`config.mk`:
```
export PLATFORM = sky130hd
export DESIGN_NAME = lvds_rx_deser
export DESIGN_NICKNAME = d
export VERILOG_FILES = /design/src/rtl/lvds_rx_pkg.sv /design/src/rtl/lvds_rx_deser_lane_shift.sv /design/src/rtl/lvds_rx_deser.sv
export SDC_FILE = /design/constraint.sdc
export NUM_CORES = 1
export LEC_CHECK = 0
export BUFFER_PORTS_ARGS = -buffer_cell sky130_fd_sc_hd__buf_2
export CAP_MARGIN = 30
export CORE_MARGIN = 1
export CORE_UTILIZATION = 49
export DETAILED_ROUTE_END_ITERATION = 12
export GPL_TIMING_DRIVEN = 1
export PLACE_DENSITY = 0.73
export SLEW_MARGIN = 20
export SYNTH_ARGS = -nofsm -noshare
export SYNTH_HDL_FRONTEND = slang
export SYNTH_SLANG_ARGS = --single-unit
```
`constraint.sdc`:
```
create_clock -name clk -period 1.9 [get_ports clk]
set_input_delay 0.285 -clock clk [delete_from_list [all_inputs] [get_ports clk]]
set_output_delay 0.285 -clock clk [all_outputs]
set_load 0.05 [all_outputs]
```
`src/rtl/lvds_rx_pkg.sv`:
```
// Shared types and parameter helpers for the LVDS frame receiver.
package lvds_rx_pkg;

  // Receiver FSM encoding
  typedef enum logic [1:0] {
    ST_WAIT_LOW = 2'd0,
    ST_IDLE     = 2'd1,
    ST_RECV     = 2'd2
  } state_e;

  // Beats needed per assembled word
  function automatic int unsigned calc_bpl(input int unsigned lanes,
                                           input int unsigned word_w);
    return word_w / lanes;
  endfunction

  // Beat counter width, never narrower than one bit
  function automatic int unsigned calc_beat_w(input int unsigned bpl);
    return (bpl > 1) ? $clog2(bpl) : 1;
  endfunction

endpackage

```
`src/rtl/lvds_rx_deser_lane_shift.sv`:
```
// Per-lane BPL-bit LSB-first shift register; next_c_o is the value after the
// current beat is shifted in, so a word can be taken on its last beat.
module lvds_lane_shift
  import lvds_rx_pkg::*;
#(
  parameter int unsigned BPL = 4
) (
  input  logic           clk,
  input  logic           rst,
  input  logic           shift_i,
  input  logic           bit_i,
  output logic [BPL-1:0] next_c_o
);

  logic [BPL-1:0] sreg_q;
  logic [BPL-1:0] sreg_d;

  // New beat enters at the MSB so the first beat ends up at bit 0
  if (BPL == 1) begin : g_one
    assign sreg_d = bit_i;
  end else begin : g_multi
    assign sreg_d = {bit_i, sreg_q[BPL-1:1]};
  end

  // Shift register state
  always_ff @(posedge clk) begin
    if (rst) begin
      sreg_q <= '0;
    end else if (shift_i) begin
      sreg_q <= sreg_d;
    end
  end

  assign next_c_o = sreg_d;

endmodule

```
`src/rtl/lvds_rx_deser.sv`:
```
// LVDS source-synchronous frame receiver: deserialises LANES lanes framed by
// lvds_flag into WORD_W-bit words with SOF/EOF, frame length and error status.
// Optional build macro LVDS_RX_LEN_CHECK_EN enables the expected-length check.
module lvds_rx_deser
  import lvds_rx_pkg::*;
#(
  parameter int unsigned LANES  = 2,
  parameter int unsigned WORD_W = 8,
  parameter int unsigned CNT_W  = 16
) (
  input  logic              clk,
  input  logic              rst,
  input  logic              lvds_flag,
  input  logic [LANES-1:0]  lvds_data,
  input  logic [CNT_W-1:0]  exp_len,
  output logic [WORD_W-1:0] m_data,
  output logic              m_valid,
  output logic              m_sof,
  output logic              m_eof,
  output logic              frame_done,
  output logic [CNT_W-1:0]  frame_len,
  output logic              align_err,
  output logic              len_err,
  output logic [CNT_W-1:0]  frame_cnt
);

  localparam int unsigned      BPL       = calc_bpl(LANES, WORD_W);
  localparam int unsigned      BW        = calc_beat_w(BPL);
  localparam logic [BW-1:0]    LAST_BEAT = BW'(BPL - 1);
  localparam logic [CNT_W-1:0] CNT_MAX   = '1;

  state_e            state_q,      state_d;
  logic [BW-1:0]     beat_q,       beat_d;
  logic [CNT_W-1:0]  word_cnt_q,   word_cnt_d;
  logic              first_q,      first_d;
  logic [WORD_W-1:0] hold_q,       hold_d;
  logic              hold_vld_q,   hold_vld_d;
  logic [WORD_W-1:0] m_data_q,     m_data_d;
  logic              m_valid_q,    m_valid_d;
  logic              m_sof_q,      m_sof_d;
  logic              m_eof_q,      m_eof_d;
  logic              frame_done_q, frame_done_d;
  logic [CNT_W-1:0]  frame_len_q,  frame_len_d;
  logic              align_err_q,  align_err_d;
  logic              len_err_q,    len_err_d;
  logic [CNT_W-1:0]  frame_cnt_q,  frame_cnt_d;

  logic              shift_c;
  logic              word_done_c;
  logic [WORD_W-1:0] word_c;

`ifdef LVDS_RX_LEN_CHECK_EN
  logic [CNT_W-1:0]  exp_q, exp_d;
`else
  logic              unused_exp_len;
  assign unused_exp_len = ^exp_len;
`endif

  // One shift register per lane; lane k owns word bits [k*BPL +: BPL]
  for (genvar k = 0; k < int'(LANES); k++) begin : g_lane
    lvds_lane_shift #(
      .BPL(BPL)
    ) u_shift (
      .clk     (clk),
      .rst     (rst),
      .shift_i (shift_c),
      .bit_i   (lvds_data[k]),
      .next_c_o(word_c[k*BPL +: BPL])
    );
  end

  // Next-state, word release, counters and end-of-frame status
  always_comb begin
    state_d      = state_q;
    beat_d       = beat_q;
    word_cnt_d   = word_cnt_q;
    first_d      = first_q;
    hold_d       = hold_q;
    hold_vld_d   = 1'b0;
    m_data_d     = m_data_q;
    m_valid_d    = 1'b0;
    m_sof_d      = 1'b0;
    m_eof_d      = 1'b0;
    frame_done_d = 1'b0;
    frame_len_d  = frame_len_q;
    align_err_d  = align_err_q;
    len_err_d    = len_err_q;
    frame_cnt_d  = frame_cnt_q;
    shift_c      = 1'b0;
    word_done_c  = 1'b0;
`ifdef LVDS_RX_LEN_CHECK_EN
    exp_d        = exp_q;
`endif

    // A held word goes out one sample later; that sample decides EOF
    if (hold_vld_q) begin
      m_valid_d = 1'b1;
      m_data_d  = hold_q;
      m_sof_d   = first_q;
      m_eof_d   = !lvds_flag;
      first_d   = 1'b0;
    end

    case (state_q)
      ST_WAIT_LOW: begin
        if (!lvds_flag) state_d = ST_IDLE;
      end
      ST_IDLE: begin
        if (lvds_flag) begin
          shift_c    = 1'b1;
          word_cnt_d = '0;
          first_d    = 1'b1;
          state_d    = ST_RECV;
`ifdef LVDS_RX_LEN_CHECK_EN
          exp_d      = exp_len;
`endif
          if (BPL == 1) begin
            word_done_c = 1'b1;
          end else begin
            beat_d = BW'(1);
          end
        end
      end
      ST_RECV: begin
        if (lvds_flag) begin
          shift_c = 1'b1;
          if (beat_q == LAST_BEAT) begin
            beat_d      = '0;
            word_done_c = 1'b1;
          end else begin
            beat_d = beat_q + BW'(1);
          end
        end else begin
          state_d      = ST_IDLE;
          beat_d       = '0;
          frame_done_d = 1'b1;
          frame_len_d  = word_cnt_q;
          align_err_d  = (beat_q != '0);
          frame_cnt_d  = frame_cnt_q + CNT_W'(1);
`ifdef LVDS_RX_LEN_CHECK_EN
          len_err_d    = ((exp_q != '0) && (word_cnt_q != exp_q)) ||
                         (word_cnt_q == CNT_MAX);
`else
          len_err_d    = 1'b0;
`endif
        end
      end
      default: state_d = ST_WAIT_LOW;
    endcase

    // Completed word moves to the hold register; word count saturates
    if (word_done_c) begin
      hold_d     = word_c;
      hold_vld_d = 1'b1;
      if (word_cnt_d != CNT_MAX) word_cnt_d = word_cnt_d + CNT_W'(1);
    end
  end

  // State and output registers
  always_ff @(posedge clk) begin
    if (rst) begin
      state_q      <= ST_WAIT_LOW;
      beat_q       <= '0;
      word_cnt_q   <= '0;
      first_q      <= 1'b0;
      hold_q       <= '0;
      hold_vld_q   <= 1'b0;
      m_data_q     <= '0;
      m_valid_q    <= 1'b0;
      m_sof_q      <= 1'b0;
      m_eof_q      <= 1'b0;
      frame_done_q <= 1'b0;
      frame_len_q  <= '0;
      align_err_q  <= 1'b0;
      len_err_q    <= 1'b0;
      frame_cnt_q  <= '0;
`ifdef LVDS_RX_LEN_CHECK_EN
      exp_q        <= '0;
`endif
    end else begin
      state_q      <= state_d;
      beat_q       <= beat_d;
      word_cnt_q   <= word_cnt_d;
      first_q      <= first_d;
      hold_q       <= hold_d;
      hold_vld_q   <= hold_vld_d;
      m_data_q     <= m_data_d;
      m_valid_q    <= m_valid_d;
      m_sof_q      <= m_sof_d;
      m_eof_q      <= m_eof_d;
      frame_done_q <= frame_done_d;
      frame_len_q  <= frame_len_d;
      align_err_q  <= align_err_d;
      len_err_q    <= len_err_d;
      frame_cnt_q  <= frame_cnt_d;
`ifdef LVDS_RX_LEN_CHECK_EN
      exp_q        <= exp_d;
`endif
    end
  end

  assign m_data     = m_data_q;
  assign m_valid    = m_valid_q;
  assign m_sof      = m_sof_q;
  assign m_eof      = m_eof_q;
  assign frame_done = frame_done_q;
  assign frame_len  = frame_len_q;
  assign align_err  = align_err_q;
  assign len_err    = len_err_q;
  assign frame_cnt  = frame_cnt_q;

endmodule

```
Yosys cells after proc, flatten, opt, wreduce, memory -nomap -nowiden
Cells that the tools add are included.
Storage, ports and cells
  register bits after elaboration: 83
  input port bits: 21
  output and inout port bits: 46
  word-level logic and storage cells: 61
Cells by class
  add/sub/neg operators: 3
  eq/ne operators: 6
  mux-type cells: 22
  bitwise logic cells: 3
  reduce and logical (&&, ||, !) cells: 11
Operators by type and width (number)
  $mux 16: 4
  $add 16x1->16 const B: 2
  $ne 16x16->1 const B: 1
  $mux 1: 11
  $mux 2: 5
  $pmux 2 s2: 2
  $reduce_or 2->1: 4
  $reduce_and 2->1: 3
  $eq 2x2->1 const B: 2
  $ne 2x2->1 const B: 2
  $reduce_bool 2->1: 2
  $not 1->1: 3
  $add 2x1->2 const B: 1
  $eq 2x1->1 const B: 1
  $logic_not 2->1: 1
  $logic_not 1->1: 1

Depth between registers and ports, before layout
  word-level depth: 5
  mapped depth: 8
  depth with buffers taken out: 6

Hierarchy
From an unflattened synthesis, not the netlist that was laid out.
Second synthesis, totals
  cells, all modules: 391
  area total of the unflattened synthesis: 3460.8 um2
Modules (own cells, without submodules)
  lvds_rx_deser: instances 1, cells an instance 371, area each 3243.1 um2, sequential area each 1501.4 um2
  lvds_lane_shift: instances 2, cells an instance 10, area each 108.9 um2, sequential area each 60.1 um2

Worst setup path after synthesis
OpenSTA, ideal clock, no wires.
  path kind: register to register
  from: register frame_cnt_q[2] (netlist: frame_cnt[2])
  to: register frame_cnt_q[13] (netlist: frame_cnt[13])
  setup time: 70 ps
  arrival time: 1886 ps
  data required time: 1830 ps
  setup slack: -56 ps
  stages on the path, launching flop included: 5
  path buffers: 0
  clock period less this slack: 1956 ps
  cells stage by stage: dfxtp_1 nand4b_1 or2_2 or3_1 a21oi_1
Between the ends
  cells in the longest elaborated chain, start to end: 1
Ends and longest elaborated chain
  start, declared: line lvds_rx_deser.sv:46  | logic [CNT_W-1:0] frame_cnt_q, frame_cnt_d;
  start signal, assigned: line lvds_rx_deser.sv:195  | frame_cnt_q <= frame_cnt_d;
  $add 16x1->16: line lvds_rx_deser.sv:139  | frame_cnt_d = frame_cnt_q + CNT_W'(1);
No other way between the ends.
A chain may end at the register's enable or synchronous reset.

Worst setup path in the final report
  from: register state_q[0]
  to: register word_cnt_q[8]
Between the ends
  cells in the longest elaborated chain, start to end: 5
  elaborated cells between the ends (all ways): 8
  those cells by class: add/sub (1); eq/ne (3); mux (4)
Ends and longest elaborated chain
  start, declared: line lvds_rx_deser.sv:32  | state_e state_q, state_d;
  start signal, assigned: line lvds_rx_deser.sv:181  | state_q <= state_d;
  $eq 2x1->1: line lvds_rx_deser.sv:104  | case (state_q)
  $mux 16: line lvds_rx_deser.sv:104
  $add 16x1->16 / $ne 16x16->1 (equally long branches): line lvds_rx_deser.sv:155  | if (word_cnt_d != CNT_MAX) word_cnt_d = word_cnt_d + CNT_W'(1);
  $mux 16: line lvds_rx_deser.sv:155
  $mux 16 *: line lvds_rx_deser.sv:152  | if (word_done_c) begin
  end signal, assigned: line lvds_rx_deser.sv:183  | word_cnt_q <= word_cnt_d;
  end, declared: line lvds_rx_deser.sv:34  | logic [CNT_W-1:0] word_cnt_q, word_cnt_d;
Mark *: on every way between the ends. The rest lies on a longest branch, timed or not.

==> results.cfg <==
[pwr]
irDropWorstVdd_mv = 0.4181
lkg_pwr_nw = 1.613
power.combinational.fraction_pct = 7.7
p_per_cell_area_nw_per_um2 = 780.8
power.total_mw = 3.298
clkPwrFrac_pct = 39.7
p_switching_mw = 0.7669
power.internal_mw = 2.531
sequentialPowerShare_pct = 52.6
sw_frac_of_total_pct = 23.25

[floorplanning]
vertical_die_dimension_um = 85.57
core-area_um2 = 6756
fp.dieW_um = 85.57
floorplan.rows = 30
die_area_um2 = 7322
floorplan.initialDensity_pct = 50.65
io-pin-count = 67

[critical_path]
end_kind = register
setup.worst_path.class = reg2reg
critPathMaxFanout = 5
critPathRequiredTime_ps = 2160
critPathArrivalTime_ps = 2090
ff2ff_path_depth = 7
startpoint_type = register
worst_r2r_src = state_q[0]
r2r_end = word_cnt_q[8]
reg2reg_setup_slack_ps = 60

[synthesis]
ys_dominant_reg_cell = sky130_fd_sc_hd__dfxtp_1
ys_async_sr_fraction_pct = 0
number_of_flops_mapped_to_enable_cells_by_yosys = 0
yosysSeqAreaShare_pct = 47.39
post_synth.cell_area_avg_um2 = 8.387
number_of_instances_in_the_synthesized_netlist = 408
ys_seq_elements = 81
post_synth_num_cell_types = 45
post-synth-top-count-cell = sky130_fd_sc_hd__dfxtp_1
synth_common_cells = sky130_fd_sc_hd__dfxtp_1 (81), sky130_fd_sc_hd__nand2_1 (74), sky130_fd_sc_hd__a21oi_1 (45)
synth_warnings = 0
synth.cell_area_um2 = 3422
synthDominantAreaCellType = sky130_fd_sc_hd__dfxtp_1
post-synth-top-area-fraction_pct = 47.39
syn-num-nets = 436
synth_top_cells_by_area = sky130_fd_sc_hd__dfxtp_1 (47%), sky130_fd_sc_hd__nand2_1 (8.1%), sky130_fd_sc_hd__a21oi_1 (6.6%)

[final_layout]
n_antenna_cell = 0
fill_cell_count = 605
share_of_layout_cells_above_drive_strength_1_pct = 25.57
layout.cell_area.non_filler_um2 = 4224
ff_latch_area_um2 = 1629
num-nets-final = 506
synthToLayoutAreaGrowth_pct = 23.44
multiInputGateArea_um2 = 1740

[clock_network]
clock_latency_on_the_worst_skew_pair_ps = 350
htree_levels = 3
cts_root_buf = sky130_fd_sc_hd__clkbuf_8
cts_hold_repair.buffers = 0
clock_path_buffers = 2
tritoncts = built
clk_pin_slew_ps = 80
clkSinkCount = 81
postCtsSetupRepairBufs = 0
cts-buffers-inserted = 9

[run_status]
outcome = finished clean

[flow_run]
drv.max_cap_violation_count = 0

[placed_design]
post_dp_hpwl_um = 5091
pre_cts_slack_ps = -27.92
buffer_ports.inserted = 49
place.gp.congestion = 0.8192
postPlaceCellArea_um2 = 3948

[sta]
fin_crit_sh_pct = 96.65
tightest_slew_ps = 602.4
maxSlewViolCount = 0
finalClockSkew_ps = 8.983
rsz0062_at_grt = no
final_critical_path_setup_slack_ps = 63.68
finalSetupViolCount = 0
slew_headroom_pct = 59.84
hold_ws_ps = 188.4
fmax_ghz = 0.5446
final-hold-violation-count = 0
period_minus_slack_ps = 1836

[grt]
gr_util_all_layers_pct = 21.16
antenna_found_initial = 0
globalRouteOverflowTotal = 0
pin_count_of_the_biggest_net_entering_global_routing = 35
vias_in_the_first_global_route = 2694
grt_first_pass_wirelength_um = 12270

[min_path]
hold_path.class = in2reg
min_to = hold_q[7]
holdCritStartpoint = lvds_data[1]
whs_path_depth = 3

[drt]
final_antenna_net_count = 0
routed_wirelength_um = 7470
avgRoutedWirePerCell_um = 13.32
avgViaCountPerCell = 5.439
drc = 0
drt_iter0_drc = 147
via_count = 3051
number_of_search_and_repair_iterations_in_the_first_detailed_routing_pass = 4
[cells by family (layout without fill, tap and decap cells)]
kind of cell	after synthesis	count (layout)	share of synthesized area, %
other cells	1	1	0.1096
compound gates	70	70	11.48
xor+xnor	11	11	2.816
flops	81	81	47.39
fa+ha+maj	7	7	2.559
simple gates	185	185	26.00
buf+inv	35	108	4.278
mux	18	18	5.375
[repair_timing]
item	in CTS	in global routing
gates cloned	0	0
resized for setup	3	15
pin swaps	0	3
endpoints found under the setup margin	2	20
[area by class of cell]
type	instances	area share, %
tap	80	2.370
sequential	81	38.57
inverter	11	1.037
clock inverter	4	1.659
clock buffer	10	3.021
multi-input combinational	292	41.20
timing repair buffer	83	12.14
[how the worst max path moves through the flow]
| stage | from | slack, ps | to | cells past startpoint |
|---|---|---|---|---|
| 6_report | state_q[0] | 60 | word_cnt_q[8] | 7 |
| 5_1_grt | state_q[0] | 3 | word_cnt_q[8] | 7 |
| 4_1_cts | state_q[0] | 1 | word_cnt_q[9] | 6 |
| 3_5_place_dp | state_q[0] | -30 | word_cnt_q[13] | 6 |
| 3_3_place_gp | state_q[0] | -10 | word_cnt_q[9] | 6 |
| 2_1_floorplan | state_q[1] | 3 | word_cnt_q[9] | 6 |
[power by group through the flow]
stage / clock [mW] / combinational (mW) / sequential [mW]
floorplan: 0 / 0.156 / 1.78
global placement: 0 / 0.237 / 1.77
detailed placement: 0 / 0.245 / 1.77
CTS: 1.33 / 0.245 / 1.73
global route: 1.42 / 0.279 / 1.74
finish: 1.31 / 0.253 / 1.73
[routing by layer]
| metal | part of all wire [%] | GRT usage, % | up-vias | wire length [um] |
|---|---|---|---|---|
| met3 | 3.6 | 4.331 | 5 | 268 |
| met2 | 48 | 35.05 | 59 | 3602 |
| met5 | 0 | 0 | - | 0 |
| met1 | 47 | 27.02 | 1445 | 3509 |
| li1 | - | - | 1542 | - |
| met4 | 1.2 | 8.788 | 0 | 90 |
[state kept, by name (all words and copies together), names as in the netlist, 2 cells and up]
name,cells
g_lane.u_shift.sreg_q,6
hold_q,8
frame_len,16
beat_q,2
m_data,8
state_q,2
word_cnt_q,16
frame_cnt,16
[critical path: stages, from the launching register on]
cell and delay (ps):
sky130_fd_sc_hd__dfxtp_4 380, sky130_fd_sc_hd__inv_4 60, sky130_fd_sc_hd__ha_4 130, sky130_fd_sc_hd__nand3_2 60
sky130_fd_sc_hd__or4_4 580, sky130_fd_sc_hd__buf_4 180, sky130_fd_sc_hd__a2bb2oi_1 130, sky130_fd_sc_hd__a311oi_1 230
[stage by stage]
step	util (%)	TNS, ps	cells
floorplan	-	0	408
global placement	58.43	-13.35	547
detailed placement	58.43	-36.53	547
CTS	61.50	0	561
global route	62.52	0	561
finish	62.52	0	561
[placed cells by master (no fill, tap or decap), drive strengths merged, types with 2 or more instances in the layout]
cell type / n
buf: 83
dfxtp: 81
nand2: 74
a21oi: 45
nor2: 33
nand3: 19
mux2i: 15
inv: 11
clkbuf: 10
or3: 9
nand4: 9
nor3: 8
xnor2: 8
o21ai: 8
ha: 7
nor4: 6
and4: 5
o31ai: 4
and3: 4
nor2b: 3
xor2: 3
nand2b: 3
and2: 3
mux2: 3
a211oi: 3
a31oi: 3
nand4b: 2
or2: 2
or4: 2
a31o: 2
clkinv: 2
bufinv: 2
(Power assumes the default switching activity.)
